## src/rtl/multicycle_control.sv

```systemverilog
// Multi-cycle RV32I main controller: instruction-sequencing FSM plus datapath select/enable decode.
// Optional performance counters (cycle_cnt, instret_cnt) are built only when MCCTRL_PERF_EN is defined.
module multicycle_control #(
  parameter int CNT_W = 32
) (
  input  logic             clk,
  input  logic             rst_n,
  input  logic [6:0]       op,
  input  logic [2:0]       funct3,
  input  logic             funct7b5,
  input  logic             Zero,
  input  logic             mem_ready,
  output logic             mem_req,
  output logic             AdrSrc,
  output logic             MemWrite,
  output logic             IRWrite,
  output logic             PCWrite,
  output logic             RegWrite,
  output logic [2:0]       ImmSrc,
  output logic [1:0]       ALUSrcA,
  output logic [1:0]       ALUSrcB,
  output logic [2:0]       ALUControl,
  output logic [1:0]       ResultSrc,
  output logic             illegal
`ifdef MCCTRL_PERF_EN
  ,
  output logic [CNT_W-1:0] cycle_cnt,
  output logic [CNT_W-1:0] instret_cnt
`endif
);

  typedef enum logic [3:0] {
    S_FETCH    = 4'd0,
    S_DECODE   = 4'd1,
    S_MEMADR   = 4'd2,
    S_MEMREAD  = 4'd3,
    S_MEMWB    = 4'd4,
    S_MEMWRITE = 4'd5,
    S_EXECR    = 4'd6,
    S_EXECI    = 4'd7,
    S_ALUWB    = 4'd8,
    S_BRANCH   = 4'd9,
    S_JAL      = 4'd10,
    S_LUI      = 4'd11,
    S_ILLEGAL  = 4'd12
  } state_t;

  localparam logic [6:0] OP_LW  = 7'b0000011;
  localparam logic [6:0] OP_SW  = 7'b0100011;
  localparam logic [6:0] OP_R   = 7'b0110011;
  localparam logic [6:0] OP_I   = 7'b0010011;
  localparam logic [6:0] OP_BR  = 7'b1100011;
  localparam logic [6:0] OP_JAL = 7'b1101111;
  localparam logic [6:0] OP_LUI = 7'b0110111;

  state_t     state_q, state_d;
  logic       mem_req_s, mem_write_s, ir_write_s, pc_write_s, reg_write_s, illegal_s;
  logic       instret_s;
  logic [2:0] alu_func_s;

  // State register; reset abandons any in-flight access and restarts at FETCH.
  always_ff @(posedge clk) begin
    if (!rst_n) begin
      state_q <= S_FETCH;
    end else begin
      state_q <= state_d;
    end
  end

  // Immediate format follows the IR opcode in every state.
  always_comb begin
    ImmSrc = 3'd0;
    case (op)
      OP_BR:   ImmSrc = 3'd1;
      OP_SW:   ImmSrc = 3'd2;
      OP_JAL:  ImmSrc = 3'd3;
      OP_LUI:  ImmSrc = 3'd4;
      default: ImmSrc = 3'd0;
    endcase
  end

  // ALU operation for EXECR/EXECI; sub only for R-type with funct7b5, sra unsupported.
  always_comb begin
    alu_func_s = 3'd0;
    case (funct3)
      3'b000:  alu_func_s = ((state_q == S_EXECR) && funct7b5) ? 3'd1 : 3'd0;
      3'b111:  alu_func_s = 3'd2;
      3'b110:  alu_func_s = 3'd3;
      3'b100:  alu_func_s = 3'd4;
      3'b010:  alu_func_s = 3'd5;
      3'b001:  alu_func_s = 3'd6;
      3'b101:  alu_func_s = 3'd7;
      default: alu_func_s = 3'd0;
    endcase
  end

  // Next-state and state-decoded datapath controls.
  always_comb begin
    state_d     = state_q;
    mem_req_s   = 1'b0;
    AdrSrc      = 1'b0;
    mem_write_s = 1'b0;
    ir_write_s  = 1'b0;
    pc_write_s  = 1'b0;
    reg_write_s = 1'b0;
    illegal_s   = 1'b0;
    instret_s   = 1'b0;
    ALUSrcA     = 2'd0;
    ALUSrcB     = 2'd0;
    ALUControl  = 3'd0;
    ResultSrc   = 2'd0;
    case (state_q)
      S_FETCH: begin
        mem_req_s  = 1'b1;
        ALUSrcB    = 2'd2;
        ResultSrc  = 2'd2;
        ir_write_s = mem_ready;
        pc_write_s = mem_ready;
        state_d    = mem_ready ? S_DECODE : S_FETCH;
      end
      S_DECODE: begin
        ALUSrcA = 2'd1;
        ALUSrcB = 2'd1;
        case (op)
          OP_LW, OP_SW: state_d = S_MEMADR;
          OP_R:         state_d = S_EXECR;
          OP_I:         state_d = S_EXECI;
          OP_BR:        state_d = S_BRANCH;
          OP_JAL:       state_d = S_JAL;
          OP_LUI:       state_d = S_LUI;
          default:      state_d = S_ILLEGAL;
        endcase
      end
      S_MEMADR: begin
        ALUSrcA = 2'd2;
        ALUSrcB = 2'd1;
        state_d = (op == OP_SW) ? S_MEMWRITE : S_MEMREAD;
      end
      S_MEMREAD: begin
        mem_req_s = 1'b1;
        AdrSrc    = 1'b1;
        state_d   = mem_ready ? S_MEMWB : S_MEMREAD;
      end
      S_MEMWB: begin
        ResultSrc   = 2'd1;
        reg_write_s = 1'b1;
        instret_s   = 1'b1;
        state_d     = S_FETCH;
      end
      S_MEMWRITE: begin
        mem_req_s   = 1'b1;
        AdrSrc      = 1'b1;
        mem_write_s = 1'b1;
        instret_s   = mem_ready;
        state_d     = mem_ready ? S_FETCH : S_MEMWRITE;
      end
      S_EXECR: begin
        ALUSrcA    = 2'd2;
        ALUSrcB    = 2'd0;
        ALUControl = alu_func_s;
        state_d    = S_ALUWB;
      end
      S_EXECI: begin
        ALUSrcA    = 2'd2;
        ALUSrcB    = 2'd1;
        ALUControl = alu_func_s;
        state_d    = S_ALUWB;
      end
      S_ALUWB: begin
        reg_write_s = 1'b1;
        instret_s   = 1'b1;
        state_d     = S_FETCH;
      end
      S_BRANCH: begin
        ALUSrcA    = 2'd2;
        ALUControl = 3'd1;
        pc_write_s = Zero ^ funct3[0];
        instret_s  = 1'b1;
        state_d    = S_FETCH;
      end
      S_JAL: begin
        ALUSrcA    = 2'd1;
        ALUSrcB    = 2'd2;
        pc_write_s = 1'b1;
        state_d    = S_ALUWB;
      end
      S_LUI: begin
        ALUSrcA = 2'd3;
        ALUSrcB = 2'd1;
        state_d = S_ALUWB;
      end
      S_ILLEGAL: begin
        illegal_s = 1'b1;
        state_d   = S_FETCH;
      end
      default: begin
        state_d = S_FETCH;
      end
    endcase
  end

  // Strobes are held low for as long as reset is asserted.
  assign mem_req  = mem_req_s & rst_n;
  assign MemWrite = mem_write_s & rst_n;
  assign IRWrite  = ir_write_s & rst_n;
  assign PCWrite  = pc_write_s & rst_n;
  assign RegWrite = reg_write_s & rst_n;
  assign illegal  = illegal_s & rst_n;

`ifdef MCCTRL_PERF_EN
  logic [CNT_W-1:0] cycle_cnt_q, cycle_cnt_d;
  logic [CNT_W-1:0] instret_cnt_q, instret_cnt_d;

  // Free-running counters that wrap naturally at their width.
  always_comb begin
    cycle_cnt_d   = cycle_cnt_q + {{(CNT_W-1){1'b0}}, 1'b1};
    instret_cnt_d = instret_cnt_q;
    if (instret_s) begin
      instret_cnt_d = instret_cnt_q + {{(CNT_W-1){1'b0}}, 1'b1};
    end else begin
      instret_cnt_d = instret_cnt_q;
    end
  end

  // Counter registers, cleared by reset.
  always_ff @(posedge clk) begin
    if (!rst_n) begin
      cycle_cnt_q   <= '0;
      instret_cnt_q <= '0;
    end else begin
      cycle_cnt_q   <= cycle_cnt_d;
      instret_cnt_q <= instret_cnt_d;
    end
  end

  assign cycle_cnt   = cycle_cnt_q;
  assign instret_cnt = instret_cnt_q;
`else
  logic unused_instret_s;
  assign unused_instret_s = instret_s;
`endif

endmodule

```

## config.mk

```make
export PLATFORM = sky130hd
export DESIGN_NAME = multicycle_control
export DESIGN_NICKNAME = d
export VERILOG_FILES = /design/src/rtl/multicycle_control.sv
export SDC_FILE = /design/constraint.sdc
export NUM_CORES = 1
export LEC_CHECK = 0
export ABC_AREA = 1
export CAP_MARGIN = 20
export CORE_AREA = 2 2 39 41
export DETAILED_ROUTE_END_ITERATION = 7
export DIE_AREA = 0 0 41 43
export DONT_BUFFER_PORTS = 1
export SYNTH_ARGS = -nofsm -noshare
export SYNTH_HDL_FRONTEND = slang
export SYNTH_SLANG_ARGS = --single-unit
```

## constraint.sdc

```tcl
create_clock -name clk -period 2.3 [get_ports clk]
set_input_delay 0.115 -clock clk [delete_from_list [all_inputs] [get_ports clk]]
set_output_delay 0.115 -clock clk [all_outputs]
set_load 0.03 [all_outputs]
```

==> key figures <==
Run status
  • Status: finished, final reports clean

Clock network
  • Root Buffer: clkbuf_4
  • Post-CTS setup buffer count: 0
  • Post-CTS sizing: 0
  • Clock Latency Late Sink: between 0.2 and 0.25 ns
  • Clk slew on worst S/H paths: around 0.04 ns
  • CTS Sinks: 4
  • Count of hold buffers inserted by post-cts repair: 0
  • Clock Tree Buf Depth: 2
  • H-tree depth: 1
  • CTS buffer count: 3
  • TritonCTS clock tree: built

Placement
  • HPWL Detailed: ~1300 µm
  • Post-DP Area: around 670 µm²
  • Placed cells: around 140
  • Port bufs: 0
  • GPL Wtd Cong: ~0.84

GRT
  • GRT met3 Usage: 0.0314
  • Global routing usage on met1: 0.212
  • Largest net degree at the start of global routing: 9
  • Total track usage: 0.186
  • Grt met2 use: 0.325
  • First-pass GRT wire length: 2330 µm
  • Vias in the first global route: roughly 650
  • Initial antenna violation count: 0
  • Total grt overflow: 0
  • GR peak layer: met2

Drt
  • WL/cell: a little over 10 µm
  • Iteration-0 DRC Markers: 34
  • Vias per std cell: approximately 5
  • # DRC: 0
  • First-pass iteration count of the detailed router: 4
  • Vias: roughly 730
  • Post-DRT Antenna Nets: 0
  • Routed Wire Length: ~1500 µm

Worst setup path
  • Crit path launch type: flip-flop
  • Max incr delay on CP: roughly 0.36 ns
  • Type of destination of the critical path: output pin
  • Max FO, Critical Path: 6
  • Most used cell, CP: inv_1
  • CP arrival: roughly 1.7 ns
  • Critical Path, Cell by Cell: inv_1 -> nand2_2 -> nor2_1 -> inv_1 -> o21ai_1 -> o21ai_1 -> inv_1
  • CP top delay family: compound AO/OA/AOI/OAI gates
  • CP Buf/Inv Count: 3
  • Req. time, crit path: approximately 2.2 ns
  • Slowest CP cell: o21ai_1
  • Kind of critical path: reg2out

Power
  • Pint: 0.165 mW
  • Switching Share: 0.395
  • Gate power share: 0.418
  • Reg power frac: 0.283
  • Sw power: around 0.11 mW
  • Clock share of power: 0.299
  • Lkg Pwr: around 0.37 nW
  • Worst IR Drop VDD: about 240 µV
  • P per Cell Area: 394 nW/µm²

STA
  • Slew headroom: 0.551
  • Crit share post-route: 0.797
  • Layout Skew: 0.00365 ns
  • Final Hold Viols: 0
  • Setup violations, final: 0
  • Max-slew violations: 0
  • Min Clock Period, post-route: approximately 1.8 ns
  • RSZ-0062 raised after global routing: false
  • Slew @ Worst Pin: roughly 0.67 ns
  • Max Fclk: 545 MHz
  • Setup_tns: 0 ns
  • Worst hold slack: 0.0878 ns

Finish
  • Final design utilization: 0.500
  • Design area: between 600 and 700 µm²
  • Ant diodes: 0
  • P&R area growth vs syn: 17.4%
  • Layout Cells excl Fill: 144
  • Largest register FFs: 4
  • Layout cells sized above 1: 0.180
  • Largest reg by FF count: state_q
  • Fin nets: around 150
  • Leading registers by flop count: state_q (4)
  • Commonest non-fill, non-tap cell in the layout: nand2_1
  • Commonest cells after routing, fill and taps aside: nand2_1 (32), inv_1 (21), nor2_1 (17)

Synthesis
  • Yosys cell types: 19
  • Syn Nets: approximately 130
  • Yosys top cell area share: 0.204
  • Seq/Total Area, Yosys: 0.136
  • Synthesized flop and latch total: 4
  • Syn Inst Count: 117
  • Syn. warnings: 0
  • Leading area contributor after synthesis: nand2_1
  • Post-Syn Area per Cell: between 5 and 6 µm²
  • Post-synthesis cell area: 589 µm²
  • Top cells by area, synth: nand2_1 (20%), dfxtp_1 (14%), inv_1 (13%)

Job
  • Number of max-cap violations: 0

Floorplan
  • CORE AREA: between 1000 and 1500 µm²
  • Die ar.: 1760 µm²
  • Vert. Die Dim: ~43 µm
  • I/O pin count: 34
  • Die width: just over 40 µm
  • Starting Density: 0.426
  • Num rows: 14

Worst hold path
  • Hold WC Path Type: in2reg
==> synthesized netlist by cell type <==
cell and count:
o21ai_0 4, nor3_1 3, nor2_1 17, nand4_1 2
o211ai_1 2, o21a_1 1, nand2_1 32, xnor2_1 1
inv_2 2, nand2_2 4, dfxtp_1 4, inv_1 21
nor2_2 4, or2_2 1, o21ai_1 2, a31oi_1 3
nand3_2 1, a21oi_1 5, nand3_1 8
==> path summary, 6_finish.rpt <==
path / cells after the start / to / start / slack (ns)
setup / recovery: 7 / mem_req / state_q[1] / 0.47
hold / removal: 2 / state_q[0] / mem_ready / 0.09
setup reg to reg: 7 / state_q[0] / state_q[1] / 1.14
hold reg to reg: 2 / state_q[3] / state_q[1] / 0.55
==> through the flow <==
step | setup slack, ns | power (mW)
final | 0.466 | 0.272
after global routing | 0.348 | 0.295
after CTS | 0.501 | 0.277
after detailed placement | 0.743 | 0.192
after global placement | 0.780 | 0.192
after floorplan | 0.611 | 0.168
==> metal layers <==
layer	wire length [µm]	vias to the layer above
met3	120	0
li1	-	390
met5	0	-
met2	762	22
met1	591	315
met4	0	0
==> power groups by stage <==
stage / sequential [mW] / combinational (mW) / clock [mW]
floorplan: 0.0774 / 0.0906 / 0
finish: 0.0770 / 0.114 / 0.0815
global route: 0.0774 / 0.125 / 0.0920
CTS: 0.0769 / 0.115 / 0.0851
detailed placement: 0.0779 / 0.114 / 0
global placement: 0.0777 / 0.114 / 0
==> kinds of logic (layout without fill, tap and decap cells) <==
family / Yosys count / after routing / share of synthesized area
AND/OR/NAND/NOR: 72 / 72 / 0.539
flip-flops: 4 / 4 / 0.136
buffers and inverters: 23 / 34 / 0.147
XOR/XNOR: 1 / 1 / 0.0149
AO/OA/AOI/OAI: 17 / 17 / 0.163
==> layout make-up <==
type                            count  area [µm²]
Fill cell                         147         692
Multi-Input combinational cell     90         423
Inverter                           23        86.3
Sequential cell                     4        80.1
Timing Repair Buffer                8        60.1
Clock buffer                        3        22.5
Tap cell                           16        20.0
Power figures use the tool's default switching activity.
